## config.mk

```make
export PLATFORM = sky130hd
export DESIGN_NAME = cp0_exc_seq
export DESIGN_NICKNAME = d
export VERILOG_FILES = /design/src/rtl/cp0_exc_seq_pkg.sv /design/src/rtl/cp0_int_detect.sv /design/src/rtl/cp0_exc_seq.sv
export SDC_FILE = /design/constraint.sdc
export NUM_CORES = 1
export LEC_CHECK = 0
export BUFFER_PORTS_ARGS = -buffer_cell sky130_fd_sc_hd__buf_2
export CORE_MARGIN = 10
export CORE_UTILIZATION = 40
export CTS_CLUSTER_DIAMETER = 40
export DETAILED_ROUTE_END_ITERATION = 8
export MAX_ROUTING_LAYER = met4
export PLACE_DENSITY = 0.65
export RECOVER_POWER = 100
export SETUP_SLACK_MARGIN = 0.15
export SLEW_MARGIN = 0
export SYNTH_ARGS = -nofsm -noshare
export SYNTH_HDL_FRONTEND = slang
export SYNTH_SLANG_ARGS = --single-unit
export TNS_END_PERCENT = 30
```

## constraint.sdc

```tcl
create_clock -name clk -period 6.7 [get_ports clk]
set_clock_uncertainty 0.05 [all_clocks]
set_input_delay 0.335 -clock clk [delete_from_list [all_inputs] [get_ports clk]]
set_output_delay 0.335 -clock clk [all_outputs]
set_load 0.02 [all_outputs]
```

## src/rtl/cp0_exc_seq_pkg.sv

```systemverilog
// Shared definitions for the CP0 exception sequencer: register numbers,
// Status/Cause field positions, ExcCode values and sequencer states.
package cp0_exc_seq_pkg;

    localparam logic [4:0] CP0_BADVADDR = 5'd8;
    localparam logic [4:0] CP0_COUNT    = 5'd9;
    localparam logic [4:0] CP0_COMPARE  = 5'd11;
    localparam logic [4:0] CP0_STATUS   = 5'd12;
    localparam logic [4:0] CP0_CAUSE    = 5'd13;
    localparam logic [4:0] CP0_EPC      = 5'd14;

    localparam int unsigned ST_IE    = 0;
    localparam int unsigned ST_EXL   = 1;
    localparam int unsigned ST_IM_LO = 8;
    localparam int unsigned ST_BEV   = 22;

    localparam int unsigned CA_EXC_LO = 2;
    localparam int unsigned CA_IP_LO  = 8;
    localparam int unsigned CA_IV     = 23;
    localparam int unsigned CA_BD     = 31;

    localparam logic [4:0] EXC_INT  = 5'd0;
    localparam logic [4:0] EXC_ADEL = 5'd4;
    localparam logic [4:0] EXC_ADES = 5'd5;
    localparam logic [4:0] EXC_SYS  = 5'd8;
    localparam logic [4:0] EXC_BP   = 5'd9;
    localparam logic [4:0] EXC_RI   = 5'd10;
    localparam logic [4:0] EXC_OV   = 5'd12;

    typedef enum logic [3:0] {
        S_IDLE,
        S_RD_STAT,
        S_RD_CAUSE,
        S_WR_EPC,
        S_WR_BADV,
        S_WR_CAUSE,
        S_WR_STAT,
        S_REDIR,
        S_RD_EPC
    } state_e;

endpackage

```

## src/rtl/cp0_int_detect.sv

```systemverilog
// Interrupt-pending detect from the Status/Cause shadows and live interrupt lines.
module cp0_int_detect (
    input  logic       ie_i,
    input  logic       exl_i,
    input  logic [7:0] im_i,
    input  logic [1:0] ip_sw_i,
    input  logic [5:0] hw_int_i,
    input  logic       timer_int_i,
    output logic       int_pend_o
);

    logic [7:0] ip_all;

    // The timer shares the top hardware line, as on MIPS32 without EIC.
    assign ip_all     = {hw_int_i[5] | timer_int_i, hw_int_i[4:0], ip_sw_i};
    assign int_pend_o = ie_i & ~exl_i & (|(ip_all & im_i));

endmodule

```

## src/rtl/cp0_exc_seq.sv

```systemverilog
// CP0 access sequencer: owns the CP0 read/write ports, runs exception,
// interrupt and ERET read-modify-write sequences. Optional macro: CP0_IV_VECTOR_EN.
module cp0_exc_seq
    import cp0_exc_seq_pkg::*;
#(
    parameter logic [31:0] VEC_BEV  = 32'hBFC00380,
    parameter logic [31:0] VEC_NORM = 32'h80000180
) (
    input  logic        clk,
    input  logic        rst,
    input  logic        pipe_wen,
    input  logic [4:0]  pipe_waddr,
    input  logic [31:0] pipe_wdata,
    input  logic [4:0]  pipe_raddr,
    output logic [31:0] pipe_rdata,
    input  logic        mem_valid,
    input  logic [31:0] mem_pc,
    input  logic        mem_bd,
    input  logic        exc_req,
    input  logic [4:0]  exc_code,
    input  logic        exc_has_bad,
    input  logic [31:0] exc_badvaddr,
    input  logic        eret_req,
    input  logic [5:0]  hw_int,
    input  logic        timer_int,
    output logic        cp0_wen,
    output logic [4:0]  cp0_waddr,
    output logic [31:0] cp0_wdata,
    output logic [4:0]  cp0_raddr,
    input  logic [31:0] cp0_rdata,
    output logic        stall,
    output logic        flush,
    output logic        redirect_valid,
    output logic [31:0] redirect_pc
);

    state_e      state_q, state_d;
    logic [31:0] pc_q, pc_d, badv_q, badv_d;
    logic [31:0] stat_q, stat_d, cause_q, cause_d, epc_q, epc_d;
    logic        bd_q, bd_d, has_bad_q, has_bad_d, eret_q, eret_d;
    logic [4:0]  code_q, code_d;

    logic        seq_wen_q, seq_wen_d;
    logic [4:0]  seq_waddr_q, seq_waddr_d, seq_raddr_q, seq_raddr_d;
    logic [31:0] seq_wdata_q, seq_wdata_d;
    logic        redir_q, redir_d;
    logic [31:0] redir_pc_q, redir_pc_d;

    logic        sh_bev_q, sh_bev_d, sh_exl_q, sh_exl_d, sh_ie_q, sh_ie_d;
    logic [7:0]  sh_im_q, sh_im_d;
    logic [1:0]  sh_ip_q, sh_ip_d;
`ifdef CP0_IV_VECTOR_EN
    logic        sh_iv_q, sh_iv_d;
`endif

    logic        int_pend, idle, take_exc, take_int, take_eret, accept;
    logic [31:0] vec_pc;

    cp0_int_detect u_int_detect (
        .ie_i        (sh_ie_q),
        .exl_i       (sh_exl_q),
        .im_i        (sh_im_q),
        .ip_sw_i     (sh_ip_q),
        .hw_int_i    (hw_int),
        .timer_int_i (timer_int),
        .int_pend_o  (int_pend)
    );

    assign idle      = (state_q == S_IDLE);
    assign take_exc  = exc_req;
    assign take_int  = ~exc_req & int_pend & mem_valid;
    assign take_eret = ~exc_req & ~take_int & eret_req;
    assign accept    = idle & (take_exc | take_int | take_eret);

    assign cp0_wen        = idle ? (pipe_wen & ~accept) : seq_wen_q;
    assign cp0_waddr      = idle ? pipe_waddr : seq_waddr_q;
    assign cp0_wdata      = idle ? pipe_wdata : seq_wdata_q;
    assign cp0_raddr      = idle ? pipe_raddr : seq_raddr_q;
    assign pipe_rdata     = cp0_rdata;
    assign stall          = ~idle | accept;
    assign flush          = redir_q;
    assign redirect_valid = redir_q;
    assign redirect_pc    = redir_pc_q;

    always_comb begin
        vec_pc = sh_bev_q ? VEC_BEV : VEC_NORM;
`ifdef CP0_IV_VECTOR_EN
        if (code_q == EXC_INT && sh_iv_q) vec_pc = vec_pc + 32'h0000_0080;
`endif
    end

    // Outputs for a state are computed from state_d so they are registered
    // on entry; WR_* data uses stat_d/cause_d to catch a same-cycle read.
    always_comb begin
        state_d   = state_q;
        pc_d      = pc_q;
        bd_d      = bd_q;
        code_d    = code_q;
        badv_d    = badv_q;
        has_bad_d = has_bad_q;
        eret_d    = eret_q;
        stat_d    = stat_q;
        cause_d   = cause_q;
        epc_d     = epc_q;

        case (state_q)
            S_IDLE: begin
                if (accept) begin
                    pc_d      = mem_pc;
                    bd_d      = mem_bd;
                    code_d    = take_exc ? exc_code : EXC_INT;
                    badv_d    = exc_badvaddr;
                    has_bad_d = take_exc & exc_has_bad;
                    eret_d    = take_eret;
                    state_d   = take_eret ? S_RD_EPC : S_RD_STAT;
                end
            end
            S_RD_EPC: begin
                epc_d   = cp0_rdata;
                state_d = S_RD_STAT;
            end
            S_RD_STAT: begin
                stat_d  = cp0_rdata;
                state_d = eret_q ? S_WR_STAT : S_RD_CAUSE;
            end
            S_RD_CAUSE: begin
                cause_d = cp0_rdata;
                if (!stat_q[ST_EXL]) state_d = S_WR_EPC;
                else                 state_d = has_bad_q ? S_WR_BADV : S_WR_CAUSE;
            end
            S_WR_EPC:   state_d = has_bad_q ? S_WR_BADV : S_WR_CAUSE;
            S_WR_BADV:  state_d = S_WR_CAUSE;
            S_WR_CAUSE: state_d = S_WR_STAT;
            S_WR_STAT:  state_d = S_REDIR;
            default:    state_d = S_IDLE;
        endcase

        seq_wen_d   = 1'b0;
        seq_waddr_d = '0;
        seq_wdata_d = '0;
        seq_raddr_d = '0;
        redir_d     = 1'b0;
        redir_pc_d  = '0;

        case (state_d)
            S_RD_EPC:   seq_raddr_d = CP0_EPC;
            S_RD_STAT:  seq_raddr_d = CP0_STATUS;
            S_RD_CAUSE: seq_raddr_d = CP0_CAUSE;
            S_WR_EPC: begin
                seq_wen_d   = 1'b1;
                seq_waddr_d = CP0_EPC;
                seq_wdata_d = pc_q;
            end
            S_WR_BADV: begin
                seq_wen_d   = 1'b1;
                seq_waddr_d = CP0_BADVADDR;
                seq_wdata_d = badv_q;
            end
            S_WR_CAUSE: begin
                seq_wen_d   = 1'b1;
                seq_waddr_d = CP0_CAUSE;
                seq_wdata_d = cause_d;
                seq_wdata_d[CA_EXC_LO +: 5] = code_q;
                if (!stat_q[ST_EXL]) seq_wdata_d[CA_BD] = bd_q;
            end
            S_WR_STAT: begin
                seq_wen_d   = 1'b1;
                seq_waddr_d = CP0_STATUS;
                seq_wdata_d = stat_d;
                seq_wdata_d[ST_EXL] = ~eret_q;
            end
            S_REDIR: begin
                redir_d    = 1'b1;
                redir_pc_d = eret_q ? epc_q : vec_pc;
            end
            default: ;
        endcase
    end

    always_comb begin
        sh_bev_d = sh_bev_q;
        sh_im_d  = sh_im_q;
        sh_exl_d = sh_exl_q;
        sh_ie_d  = sh_ie_q;
        sh_ip_d  = sh_ip_q;
`ifdef CP0_IV_VECTOR_EN
        sh_iv_d  = sh_iv_q;
`endif
        if (state_q == S_RD_STAT) begin
            sh_bev_d = cp0_rdata[ST_BEV];
            sh_im_d  = cp0_rdata[ST_IM_LO +: 8];
            sh_exl_d = cp0_rdata[ST_EXL];
            sh_ie_d  = cp0_rdata[ST_IE];
        end
        if (state_q == S_RD_CAUSE) begin
            sh_ip_d = cp0_rdata[CA_IP_LO +: 2];
`ifdef CP0_IV_VECTOR_EN
            sh_iv_d = cp0_rdata[CA_IV];
`endif
        end
        if (cp0_wen && cp0_waddr == CP0_STATUS) begin
            sh_bev_d = cp0_wdata[ST_BEV];
            sh_im_d  = cp0_wdata[ST_IM_LO +: 8];
            sh_exl_d = cp0_wdata[ST_EXL];
            sh_ie_d  = cp0_wdata[ST_IE];
        end
        if (cp0_wen && cp0_waddr == CP0_CAUSE) begin
            sh_ip_d = cp0_wdata[CA_IP_LO +: 2];
`ifdef CP0_IV_VECTOR_EN
            sh_iv_d = cp0_wdata[CA_IV];
`endif
        end
    end

    always_ff @(posedge clk or posedge rst) begin
        if (rst) begin
            state_q     <= S_IDLE;
            pc_q        <= '0;
            bd_q        <= 1'b0;
            code_q      <= '0;
            badv_q      <= '0;
            has_bad_q   <= 1'b0;
            eret_q      <= 1'b0;
            stat_q      <= '0;
            cause_q     <= '0;
            epc_q       <= '0;
            seq_wen_q   <= 1'b0;
            seq_waddr_q <= '0;
            seq_wdata_q <= '0;
            seq_raddr_q <= '0;
            redir_q     <= 1'b0;
            redir_pc_q  <= '0;
            sh_bev_q    <= 1'b1;
            sh_im_q     <= '0;
            sh_exl_q    <= 1'b0;
            sh_ie_q     <= 1'b0;
            sh_ip_q     <= '0;
`ifdef CP0_IV_VECTOR_EN
            sh_iv_q     <= 1'b0;
`endif
        end else begin
            state_q     <= state_d;
            pc_q        <= pc_d;
            bd_q        <= bd_d;
            code_q      <= code_d;
            badv_q      <= badv_d;
            has_bad_q   <= has_bad_d;
            eret_q      <= eret_d;
            stat_q      <= stat_d;
            cause_q     <= cause_d;
            epc_q       <= epc_d;
            seq_wen_q   <= seq_wen_d;
            seq_waddr_q <= seq_waddr_d;
            seq_wdata_q <= seq_wdata_d;
            seq_raddr_q <= seq_raddr_d;
            redir_q     <= redir_d;
            redir_pc_q  <= redir_pc_d;
            sh_bev_q    <= sh_bev_d;
            sh_im_q     <= sh_im_d;
            sh_exl_q    <= sh_exl_d;
            sh_ie_q     <= sh_ie_d;
            sh_ip_q     <= sh_ip_d;
`ifdef CP0_IV_VECTOR_EN
            sh_iv_q     <= sh_iv_d;
`endif
        end
    end

endmodule

```

Word level (Yosys, flattened, before mapping)
Cells that the tools add are included.
{"block": "totals", "mem_bits_rw": 0, "romBits": 0, "ff_bits": 261, "output_inout_bits": 110, "input_bits": 158, "latchBits": 0, "wordCells": 100, "memories": 0}
{"block": "classes", "eq_ne": 17, "n_mul": 0, "mux": 32, "n_addsub": 0, "n_div": 0, "n_shift": 0, "order_cmp": 0, "n_bitwise": 20, "n_reduce_logical": 8}
{"cell": "2-to-1 mux 32 bit", "count": 5}
{"cell": "case mux 32 bit (4 select lines)", "count": 1}
{"cell": "case mux 4 bit (8 select lines)", "count": 1}
{"cell": "2-to-1 mux 30 bit", "count": 1}
{"cell": "== test 4 x 3 -> 1 bit, second input constant", "count": 7}
{"cell": "== test 4 x 2 -> 1 bit, second input constant", "count": 4}
{"cell": "2-to-1 mux 8 bit", "count": 2}
{"cell": "case mux 4 bit (4 select lines)", "count": 1}
{"cell": "2-to-1 mux 5 bit", "count": 3}
{"cell": "case mux 4 bit (3 select lines)", "count": 1}
{"cell": "2-to-1 mux 1 bit", "count": 11}
{"cell": "== test 5 x 4 -> 1 bit, second input constant", "count": 2}
{"cell": "bitwise AND 1 bit", "count": 9}
{"cell": "bitwise AND 8 bit", "count": 1}
{"cell": "== test 4 x 1 -> 1 bit, second input constant", "count": 2}
{"cell": "== test 4 bit, second input constant", "count": 2}
{"cell": "2-to-1 mux 4 bit", "count": 2}
{"cell": "OR reduction 8 bit", "count": 1}
{"cell": "2-to-1 mux 3 bit", "count": 2}
{"cell": "NOT 1 bit", "count": 6}
{"cell": "zero test 4 bit", "count": 1}
{"cell": "2-to-1 mux 2 bit", "count": 2}
{"cell": "OR 1 bit", "count": 4}
{"cell": "nonzero test 2 bit", "count": 2}
{"cell": "3 further kinds", "count": 4}

Longest topological paths before layout
{"block": "logic_depth", "ltp_word": 16, "ltp_mapped": 9, "ltp_nobuf": 6}

By module
A second synthesis with hierarchy kept.
{"block": "hier_totals", "cells_unflattened": 1009, "area_unflattened_um2": 10802.9}
{"mod": "cp0_exc_seq", "seq_area_each_um2": 6307.3, "n_inst": 1, "area_each_um2": 10751.6, "cells_each": 1003}
{"mod": "cp0_int_detect", "seq_area_each_um2": 0.0, "n_inst": 1, "area_each_um2": 51.3, "cells_each": 6}

Worst setup path after synthesis
No wires, ideal clock.
{"block": "synth_path", "kind": "reg2out", "start": "register state_q[0]", "end": "output cp0_raddr[0]", "arrival_ns": 1.864, "path_buffers": 4, "setup_slack_ns": 4.451, "required_ns": 6.315, "path_stages_with_launch": 8, "path_cell_list": "dfrtp_1 buf_4 or4_1 clkbuf_1 buf_1 clkbuf_1 nand2_1 nand2_1"}
{"block": "synth_between", "elab_chain_len": 2}
{"item": "start: declaration", "line": "cp0_exc_seq.sv:37", "source": "state_e state_q, state_d;"}
{"item": "start signal: assignment", "line": "cp0_exc_seq.sv:242", "source": "state_q <= state_d;"}
{"item": "zero test 4 bit", "line": "cp0_exc_seq.sv:69", "source": "assign idle = (state_q == S_IDLE);"}
{"item": "2-to-1 mux 5 bit", "line": "cp0_exc_seq.sv:78", "source": "assign cp0_raddr = idle ? pipe_raddr : seq_raddr_q;"}
{"item": "end: declaration", "line": "cp0_exc_seq.sv:29", "source": "output logic [4:0] cp0_raddr,"}
Every way passes these cells.

Final worst setup path
{"block": "layout_path", "start": "register state_q[3]", "end": "register seq_wdata_q[0]"}
{"block": "layout_between", "elab_chain_len": 6, "elab_cells_between_ends": 18, "cone_classes": "eq/ne: 11; mux: 5; bitwise: 1; reduce/logical: 1"}
{"item": "zero test 4 bit", "line": "cp0_exc_seq.sv:69, cp0_exc_seq.sv:106"}
{"item": "bitwise AND 1 bit", "line": "cp0_exc_seq.sv:73", "source": "assign accept = idle & (take_exc | take_int | take_eret);"}
{"item": "2-to-1 mux 4 bit", "line": "cp0_exc_seq.sv:108", "source": "if (accept) begin"}
{"item": "case mux 4 bit (8 select lines)", "line": "cp0_exc_seq.sv:106", "source": "case (state_q)"}
{"item": "== test 4 x 3 -> 1 bit / == test 4 x 2 -> 1 bit (equally long branches)", "line": "cp0_exc_seq.sv:145", "source": "case (state_d)"}
{"item": "case mux 32 bit (4 select lines) (*)", "line": "cp0_exc_seq.sv:145"}
{"item": "net seq_wdata_d[0]", "line": "cp0_exc_seq.sv:45", "source": "logic [31:0] seq_wdata_q, seq_wdata_d;"}
{"item": "end signal: assignment", "line": "cp0_exc_seq.sv:254", "source": "seq_wdata_q <= seq_wdata_d;"}
{"item": "end: declaration", "line": "cp0_exc_seq.sv:45"}
The timed path passes the listed nets; every way through them passes the cells marked *.
A chain may end at the register's enable or synchronous reset.

==> impl_results.md <==
* Status: finished with violations
* Failing checks: capacitance limit, slew limit
* Family with the most delay on the worst path: buffers and inverters
* Final setup viols at 0
* Synth Area per Inst at 11.2 sq um
* Die ar. at 34500 sq um
* Fin crit period at roughly 4.8 ns
* Drc violations at 0
* CP Data Required Time at 7.02 ns
* Fin nets at 1410
* Total power at 0.00682 W
* Distinct cell type count after synthesis at 53
* Clock buffer depth at 3
* Crit path cell chain: nor4b_1 -> clkbuf_1 -> a311o_1 -> buf_4 -> nor3_1 -> clkbuf_1 -> a22oi_1 -> o211ai_1
* Share of layout cells above drive strength 1 at 0.268
* Final core utilization at 0.514
* Die Wd at around 190 um
* Syn Nets at about 1.1k
* Setup_tns at 0 ns
* Worst skew pair latency at about 0.52 ns
* Setup Buffers After CTS at 0
* Clock transition at path regs at roughly 0.06 ns
* Max Cap Viol at 8
* Worst-Margin Slew at 3.25 ns
* Crit. End Element: register
* Post-synth top flop: dfrtp_1
* Cells after synthesis at 982
* Largest family of logic cells by synthesized area: multiplexers
* Worst-path fanout max at 36
* Critical path arrival at 5.10 ns
* FILL cells at 2465
* Post-synthesis sequential area ratio at 0.575
* PostCTS Resize Cnt at 0
* Number of DRC markers in iteration 0 at between 500 and 600
* Layout overhead on the synthesized area at 26.2%
* Antenna Nets Post-Route at 0
* # hold bufs at CTS at 44
* Fin area at 13900 sq um
* Cell Rows at 60
* Leak Pwr at 6.65 nW
* Max-slew violation count at approximately 280
* WP buf/inv at 3
* Initial Util at 0.407
* First-pass GRT wire length at 50200 um
* Vias in the first global route at 8662
* Crit path launch type: register
* Final Cycle Share at 0.713
* Max Clk Rate at around 210 MHz
* PortBufs at 267
* N_diodes at 0
* Number of placed instances, taps included at about 1.5k
* Layout Cells excl Fill at 1620
* Post-synth EDFFs at 0
* Die Y at 186 um
* Register bit count reported by yosys at 252
* Worst IR Drop VDD at 0.203 mV
* Root buffer selected by CTS: clkbuf_16
* RSZ-0062 raised after global routing: no
* Vias at 8260
* Slowest cell on the critical path: clkbuf_1
* Post-Syn Area at 11000 sq um
* YS warnings at 0
* Total GRT Usage at 0.192
* Multiplexer share of the synthesized area at 0.140
* Hold Crit Class: in -> reg
* Hold Vio Cnt, Final at 0
* PwrDens at 492 nW/um^2
* Total CTS buffers at 37
* Initial antenna violation count at 1
* Rel. slew slack at -1.17
* Routed len/inst at 20.1 um
* Routability cong. at ~0.9
* Async set or reset register ratio after synthesis at 1.00
* Multi-input gate area at 4030 sq um
* TritonCTS clock tree: yes
* DP Wirelength at 23000 um
* Core ar. at 27000 sq um
* I/O pins at roughly 270
* Placed cell areas at 12400 sq um
* Cell mode on critical path: clkbuf_1
* CP Class: reg -> reg
* Htree depth at 2
* Post-synthesis compound-gate area fraction at 0.0982
* Drt total wl at 32600 um
* Slowest stage delay, CP at 1.46 ns
* Adder-Cell Fraction of Synth Area at 0
* Sink Count at 252
* Post-synthesis simple-gate area fraction at 0.128
* Xor-xnor portion of the synthesized cell area at 0
* Drt pass-1 iters at 5
* Largest net degree at the start of global routing at 72
* Drt via density at 5.10
* Reg area at 6310 sq um
* GRT overflow at 0
==> metrics by stage <==
stage / setup WS, ns / hold WS [ns]
floorplan: 3.00 / 0.385
global placement: 3.14 / 0.400
detailed placement: 3.01 / 0.406
CTS: 2.98 / 0.00327
global route: 1.51 / 0.00735
finish: 1.92 / 0.00721
==> Yosys cell counts (5+ instances only) <==
cell / number / area share
o21ai_0: 6 / 0.0027
clkbuf_1: 31 / 0.011
nor2_1: 8 / 0.0027
and2_1: 37 / 0.021
mux2_2: 124 / 0.13
inv_1: 31 / 0.011
a21o_1: 9 / 0.0062
o221ai_1: 7 / 0.0056
nand2_1: 214 / 0.073
nand3_1: 21 / 0.0096
dfrtp_1: 251 / 0.57
buf_2: 21 / 0.0096
nand2b_1: 5 / 0.0028
a22oi_1: 33 / 0.023
buf_4: 36 / 0.025
a21oi_1: 33 / 0.015
mux2i_1: 13 / 0.012
o211ai_1: 49 / 0.034
==> worst register-to-register path: stages (launching register included) <==
cell and delay [ns]:
dfrtp_1 0.63, nor4b_1 0.31, clkbuf_1 1.46, a311o_1 0.28, buf_4 0.36, nor3_1 0.10, clkbuf_1 0.62, a22oi_1 0.63
o211ai_1 0.18
==> power breakdown <==
part	internal (W)	switching (W)	total (W)
clock	0.00122	0.000710	0.00193
sequential	0.00215	0.000293	0.00244
combinational	0.000904	0.00154	0.00244
total	0.00428	0.00254	0.00682
==> final cells by class <==
| type | instances | share of cell area |
|---|---|---|
| Clock buffer | 50 | 0.0785 |
| Clock inverter | 16 | 0.0119 |
| Inverter | 33 | 0.00903 |
| Multi-Input combinational cell | 602 | 0.291 |
| Sequential cell | 252 | 0.455 |
| Tap cell | 341 | 0.0308 |
| Timing Repair Buffer | 326 | 0.124 |
==> state kept, by name, indices dropped and copies added (netlist names), 2 cells and up <==
signal       cells
seq_wdata_q     32
state_q          4
code_q           5
seq_waddr_q      4
stat_q          32
epc_q           32
sh_ip_q          2
redirect_pc     32
badv_q          32
sh_im_q          8
cause_q         27
pc_q            32
seq_raddr_q      3
==> cell usage in the layout, fill, tap and decap left out, types with 3 or more instances in the layout <==
cell and n:
a21o_1 9, a21oi_1 33, a22oi_1 33, a31oi_1 4
and2_0 20, and2_1 17, buf_2 160, buf_4 4
clkbuf_1 121, clkbuf_16 39, clkbuf_8 7, clkinv_2 4
clkinv_4 3, dfrtp_1 251, dlygate4sd3_1 45, inv_1 31
inv_6 5, mux2_1 19, mux2_2 106, mux2i_1 13
nand2_1 214, nand2b_1 5, nand3_1 21, nor2_1 7
nor2b_1 4, nor3_1 3, o211ai_1 49, o21ai_0 7
o221ai_1 7
==> metal layers <==
layer | GRT usage | vias up | share of wire
met5 | - | - | 0
met4 | 0.0555 | 0 | 0.019
met3 | 0.0335 | 44 | 0.061
met2 | 0.288 | 263 | 0.46
met1 | 0.263 | 4058 | 0.46
li1 | - | 3895 | -
==> logic make-up (layout without fill, tap and decap cells) <==
group / after synthesis / count (layout)
AO/OA/AOI/OAI: 155 / 155
buffers and inverters: 128 / 425
flip-flops: 252 / 252
multiplexers: 138 / 138
AND/OR/NAND/NOR: 309 / 309
==> worst paths after layout <==
kind / from / endpoint / slack (ns) / cells after the start
worst max-delay path: state_q[3] / seq_wdata_q[0] / 1.92 / 8
worst min register to register: cause_q[16] / cause_q[16] / 0.42 / 2
min in group asynchronous: rst / stat_q[12] / 0.61 / 3
max in group asynchronous: rst / stat_q[3] / 2.38 / 4
worst min-delay path: exc_badvaddr[5] / badv_q[5] / 0.007 / 2
worst max register to register: state_q[3] / seq_wdata_q[0] / 1.92 / 8
No activity file was read; power rests on OpenSTA's default activity.
